**src/rtl/solver_loader.sv**
```systemverilog
// solver_loader: turns a host byte packet (limb count, iteration limit,
// complex limb pairs) into solver write strobes and a run request, then
// returns the solver's 16-bit iteration count to the host as two bytes.
module solver_loader #(
  parameter int LIMB_INDEX_BITS = 6,
  parameter int LIMB_SIZE_BITS  = 8
) (
  input  logic                       clock,
  input  logic                       reset,
  input  logic                       in_valid,
  output logic                       in_ready,
  input  logic [7:0]                 in_data,
  output logic                       wr_real_en,
  output logic                       wr_imag_en,
  output logic [LIMB_INDEX_BITS-1:0] wr_index,
  output logic [LIMB_SIZE_BITS-1:0]  real_data,
  output logic [LIMB_SIZE_BITS-1:0]  imag_data,
  output logic                       wr_num_limbs_en,
  output logic [LIMB_INDEX_BITS-1:0] num_limbs_data,
  output logic                       wr_iter_lim_en,
  output logic [15:0]                iter_lim_data,
  output logic                       start,
  input  logic                       out_ready,
  input  logic [15:0]                iterations,
  output logic                       res_valid,
  input  logic                       res_ready,
  output logic [7:0]                 res_data
);

  typedef enum logic [2:0] {
    HDR_L   = 3'd0,
    HDR_HI  = 3'd1,
    HDR_LO  = 3'd2,
    LIMB_RE = 3'd3,
    LIMB_IM = 3'd4,
    RUN     = 3'd5,
    SEND_HI = 3'd6,
    SEND_LO = 3'd7
  } state_t;

  localparam logic [LIMB_INDEX_BITS-1:0] CNT_ONE = {{(LIMB_INDEX_BITS-1){1'b0}}, 1'b1};

  state_t                     state_r;
  state_t                     state_next_s;
  logic                       accept_s;
  logic [LIMB_INDEX_BITS-1:0] limb_cnt_r;
  logic [7:0]                 iter_hi_r;
  logic [LIMB_SIZE_BITS-1:0]  re_buf_r;
  logic [7:0]                 res_lo_r;

  // Ready only in the byte-receiving states, and forced low while reset is held.
  always_comb begin
    in_ready = 1'b0;
    if (reset) begin
      case (state_r)
        HDR_L, HDR_HI, HDR_LO, LIMB_RE, LIMB_IM: in_ready = 1'b1;
        default:                                 in_ready = 1'b0;
      endcase
    end else begin
      in_ready = 1'b0;
    end
  end

  assign accept_s = in_valid & in_ready;

  // Next-state decode; the limb loop leaves once the counter has reached L.
  always_comb begin
    state_next_s = state_r;
    case (state_r)
      HDR_L:   if (accept_s) state_next_s = HDR_HI;  else state_next_s = state_r;
      HDR_HI:  if (accept_s) state_next_s = HDR_LO;  else state_next_s = state_r;
      HDR_LO:  if (accept_s) state_next_s = LIMB_RE; else state_next_s = state_r;
      LIMB_RE: if (accept_s) state_next_s = LIMB_IM; else state_next_s = state_r;
      LIMB_IM: begin
        if (accept_s) begin
          if (limb_cnt_r == num_limbs_data) state_next_s = RUN;
          else                              state_next_s = LIMB_RE;
        end else begin
          state_next_s = state_r;
        end
      end
      RUN:     if (out_ready) state_next_s = SEND_HI; else state_next_s = state_r;
      SEND_HI: if (res_ready) state_next_s = SEND_LO; else state_next_s = state_r;
      SEND_LO: if (res_ready) state_next_s = HDR_L;   else state_next_s = state_r;
      default: state_next_s = HDR_L;
    endcase
  end

  // State register.
  always_ff @(posedge clock or negedge reset) begin
    if (!reset) state_r <= HDR_L;
    else        state_r <= state_next_s;
  end

  // Registered outputs and datapath: one-cycle strobes, held data, result bytes.
  always_ff @(posedge clock or negedge reset) begin
    if (!reset) begin
      wr_real_en      <= 1'b0;
      wr_imag_en      <= 1'b0;
      wr_index        <= '0;
      real_data       <= '0;
      imag_data       <= '0;
      wr_num_limbs_en <= 1'b0;
      num_limbs_data  <= '0;
      wr_iter_lim_en  <= 1'b0;
      iter_lim_data   <= 16'h0000;
      start           <= 1'b0;
      res_valid       <= 1'b0;
      res_data        <= 8'h00;
      limb_cnt_r      <= '0;
      iter_hi_r       <= 8'h00;
      re_buf_r        <= '0;
      res_lo_r        <= 8'h00;
    end else begin
      wr_real_en      <= 1'b0;
      wr_imag_en      <= 1'b0;
      wr_num_limbs_en <= 1'b0;
      wr_iter_lim_en  <= 1'b0;
      case (state_r)
        HDR_L: begin
          if (accept_s) begin
            num_limbs_data  <= in_data[LIMB_INDEX_BITS-1:0];
            wr_num_limbs_en <= 1'b1;
          end
        end
        HDR_HI: begin
          if (accept_s) iter_hi_r <= in_data;
        end
        HDR_LO: begin
          if (accept_s) begin
            iter_lim_data  <= {iter_hi_r, in_data};
            wr_iter_lim_en <= 1'b1;
            limb_cnt_r     <= '0;
          end
        end
        LIMB_RE: begin
          if (accept_s) re_buf_r <= in_data[LIMB_SIZE_BITS-1:0];
        end
        LIMB_IM: begin
          if (accept_s) begin
            wr_real_en <= 1'b1;
            wr_imag_en <= 1'b1;
            wr_index   <= limb_cnt_r;
            real_data  <= re_buf_r;
            imag_data  <= in_data[LIMB_SIZE_BITS-1:0];
            // Counter stops at L so a full-range packet never wraps.
            if (limb_cnt_r != num_limbs_data) limb_cnt_r <= limb_cnt_r + CNT_ONE;
          end
        end
        RUN: begin
          // start rises the cycle after the last limb strobe and drops once the solver is done.
          if (out_ready) begin
            start     <= 1'b0;
            res_valid <= 1'b1;
            res_data  <= iterations[15:8];
            res_lo_r  <= iterations[7:0];
          end else begin
            start <= 1'b1;
          end
        end
        SEND_HI: begin
          if (res_ready) res_data <= res_lo_r;
        end
        SEND_LO: begin
          if (res_ready) res_valid <= 1'b0;
        end
        default: begin
          start <= 1'b0;
        end
      endcase
    end
  end

endmodule

```
**config.mk**
```make
export PLATFORM = sky130hd
export DESIGN_NAME = solver_loader
export DESIGN_NICKNAME = d
export VERILOG_FILES = /design/src/rtl/solver_loader.sv
export SDC_FILE = /design/constraint.sdc
export NUM_CORES = 1
export LEC_CHECK = 0
export CAP_MARGIN = 20
export CORE_MARGIN = 3
export CORE_UTILIZATION = 49
export CTS_CLUSTER_DIAMETER = 50
export CTS_CLUSTER_SIZE = 12
export DETAILED_ROUTE_END_ITERATION = 8
export PLACE_DENSITY = 0.78
export SLEW_MARGIN = 20
export SYNTH_ARGS = -nofsm -noshare
export SYNTH_HDL_FRONTEND = slang
export SYNTH_SLANG_ARGS = --single-unit
export TNS_END_PERCENT = 1
```
**constraint.sdc**
```tcl
create_clock -name clock -period 2.4 [get_ports clock]
set_clock_uncertainty 0.05 [all_clocks]
set_input_delay 0.24 -clock clock [delete_from_list [all_inputs] [get_ports clock]]
set_output_delay 0.24 -clock clock [all_outputs]
set_load 0.02 [all_outputs]
```
==> results.json <==
{
  "share_of_the_yosys_chip_area_belonging_to_registers_pct": 60.50,
  "drv_cap": 0,
  "final_layout_size_suffix_gt1_share_pct": 27.61,
  "cts_setup_buffers": 0,
  "grt_first_pass_wirelength_um": 12970,
  "grt_max_degree": 61,
  "worst_setup_hold_path_clk_slew_ns": 0.09,
  "grt_pass1_vias": 2581,
  "synth_compound_gate_area_share_pct": 5.580,
  "synth_seq_cells": 90,
  "total_number_of_nets_in_the_final_design": 398,
  "timing.critical_path.arrival_ns": 1.96,
  "drc": 0,
  "layout.core_utilization_pct": 66.96,
  "cts_made_buffers": 9,
  "largest_family_of_logic_cells_by_synthesized_area": "multiplexers",
  "worst-setup-path-type": "input pin to primary output",
  "area.growth.synth_to_final_pct": 31.87,
  "layout.filler_cells": 543,
  "vdd_drop_max_mv": 0.7280,
  "cp.buffers_inverters": 4,
  "synth_warnings": 0,
  "placed_wire_length_estimate_um": 5648,
  "cts-htree-levels": 3,
  "hold_viol_final": 0,
  "synth-simple-area-share_pct": 6.185,
  "setup_viol": 0,
  "place_ws_ns": 0.3447,
  "crit_slowest_cell": "clkdlybuf4s50_1",
  "pin_count": 88,
  "fmaxAchievable_mhz": 445.1,
  "yosys_cell_types": 34,
  "most_common_cell_after_layout_fill_and_taps_aside": "dfrtp_1",
  "routabilityCongestion": 0.7580,
  "non_filler_instances": 472,
  "fin_setup_tns_ns": 0,
  "grt_setup_unrepaired": "no",
  "run_status": "finished, final reports clean",
  "worst-endpoint-required_ns": 2.11,
  "critPathMaxFanout": 32,
  "drt-wirelength-per-cell_um": 16.41,
  "p_total_mw": 5.873,
  "grt_antenna_before_repair": 0,
  "cp_cell_sequence": "dlygate4sd3_1 > buf_4 > buf_6 > o21a_1 > clkdlybuf4s50_1",
  "dr.first_iter.drc_count": 108,
  "mostFrequentLayoutCells": "dfrtp_1 (90), clkdlybuf4s50_1 (86), mux2_2 (68)",
  "clk_root_buffer_cell": "clkbuf_8",
  "muxShareOfSynthArea_pct": 22.72,
  "tightest_slew_ns": 0.7359,
  "dr_total_vias": 2434,
  "detail_route.vias_per_cell": 5.157,
  "placement_rows": 31,
  "drt-pass1-iter-count": 4,
  "clock_insertion_delay_worst_skew_ns": 0.35,
  "timing.slew.headroom_pct": 50.94,
  "die_area_um2": 8679,
  "clock_sinks": 90,
  "die_w_um": 93.16,
  "critical-path-top-delay-family": "buffers and inverters",
  "grt_overflow": 0,
  "synthCells": 270,
  "power_per_cell_area_nw_per_um2": 1197,
  "postRouteAntennaNets": 0,
  "initial_utilization_pct": 50.78,
  "holdCritPathClass": "input pin to asynchronous set/reset pin",
  "post-route-min-period_ns": 2.246,
  "static-leakage-power_nw": 2.192,
  "antenna-diode-count": 0,
  "dp.cells": 455,
  "portBuffers": 87,
  "post_synth_xor_area_fraction_pct": 2.084,
  "netlist_area_um2": 3722,
  "synth_area_per_cell_um2": 13.79,
  "grt_util_all_layers_pct": 19.39,
  "wirelength_um": 7746,
  "cts-root-to-sink-buffers": 2,
  "die_h_um": 93.16,
  "worst_slack_setup_final_ns": 0.1536,
  "synthesis.nets": 300,
  "timing.critical_path.to_type": "primary output",
  "crit_path_max_incr_delay_ns": 0.62,
  "core_area_um2": 7331,
  "tritoncts": "built",
  "synth_fa_ha_area_share_pct": 0.3361,
  "start_kind": "input pin",
  "final-max-slew-violation-count": 0,
  "min_period_over_period_pct": 93.60
}
layer usage:
metal / global-route usage, % / part of all wire [%] / up-vias
li1: - / - / 1152
met4: 5.495 / 1.1 / 0
met3: 4.988 / 3.4 / 6
met5: 0 / 0 / -
met2: 31.43 / 51 / 53
met1: 25.98 / 44 / 1223
power breakdown:
part / internal (mW) / switching, mW / total (mW) / leakage (nW)
Sequential: 2.12 / 0.374 / 2.50 / 1.14
Combinational: 1.29 / 1.15 / 2.44 / 0.972
Clock: 0.389 / 0.550 / 0.939 / 0.0810
metrics by stage:
stage / hold WS [ns] / cell area [µm²]
final: 0.3728 / 4908
after global routing: 0.4069 / 4908
after CTS: 0.4355 / 4905
after detailed placement: 0.2462 / 4716
after global placement: 0.2409 / 4716
after floorplan: -0.1056 / 3722
tightest hold or removal path: cells and delay by family:
family,cells,cell delay [ns]
buffers and inverters,3,0.92
layout make-up:
class | count | area [µm²] | area share [%]
Tap cell | 99 | 123.9 | 2.524
Timing Repair Buffer | 99 | 964.7 | 19.65
Inverter | 4 | 15.01 | 0.3059
Multi-Input combinational cell | 164 | 1374 | 27.99
Clock buffer | 10 | 127.6 | 2.600
Clock inverter | 6 | 51.30 | 1.045
Sequential cell | 90 | 2252 | 45.88
registers in the layout, summed over array words and instances, names as in the netlist, 3 cells and up:
register / cells
re_buf_r: 8
wr_index: 6
res_lo_r: 8
real_data: 8
imag_data: 8
iter_hi_r: 8
num_limbs_data: 6
state_r: 3
limb_cnt_r: 6
res_data: 8
iter_lim_data: 16
logic make-up (layout without fill, tap and decap cells):
logic type      Yosys count  in the layout
compound gates           35             35
xor+xnor                  8              8
fa+ha+maj                 1              1
buf+inv                  16            119
flops                    90             90
mux                      76             76
simple gates             44             44
synth_stat cells, drive strengths merged:
cell type  number  area (µm²)
o21ai          18       93.84
and3            2       12.51
xor2            3       26.28
o211ai          1       12.51
buf            11       77.57
xnor2           5       51.30
or3             5       31.28
a221oi          1       8.760
and2            2       12.51
nor2            5       21.27
o41ai           1       8.760
nor2b           1       8.760
a21oi           7       35.03
mux2           68       765.7
a211o           1       8.760
nand4           2       12.51
nand2          20       77.58
o21a            2       15.01
nand3           5       30.03
mux2i           8       80.08
nor3            1       16.27
a31oi           4       25.02
inv             4       15.01
and2b           1       7.510
dfrtp          90        2252
clkbuf          1       3.750
ha              1       12.51
path summary, 6_finish.rpt:
kind / depth (start not counted) / slack, ns / from / to
min in group clock: 2 / 0.43 / res_data[7] / res_data[7]
max in group asynchronous: 4 / 0.89 / reset / limb_cnt_r[1]
setup / recovery: 5 / 0.15 / reset / in_ready
hold reg to reg: 2 / 0.43 / res_data[7] / res_data[7]
setup reg to reg: 5 / 0.48 / state_r[0] / real_data[0]
hold / removal: 3 / 0.37 / reset / limb_cnt_r[3]
what timing repair did:
| item | 4_1_cts | 5_1_grt |
|---|---|---|
| resized for setup | 0 | 1 |
| endpoints found under the hold margin | 30 | 0 |
| hold buffers | 1 | 0 |
| setup endpoints to repair | 0 | 1 |
Power figures use the tool's default switching activity.
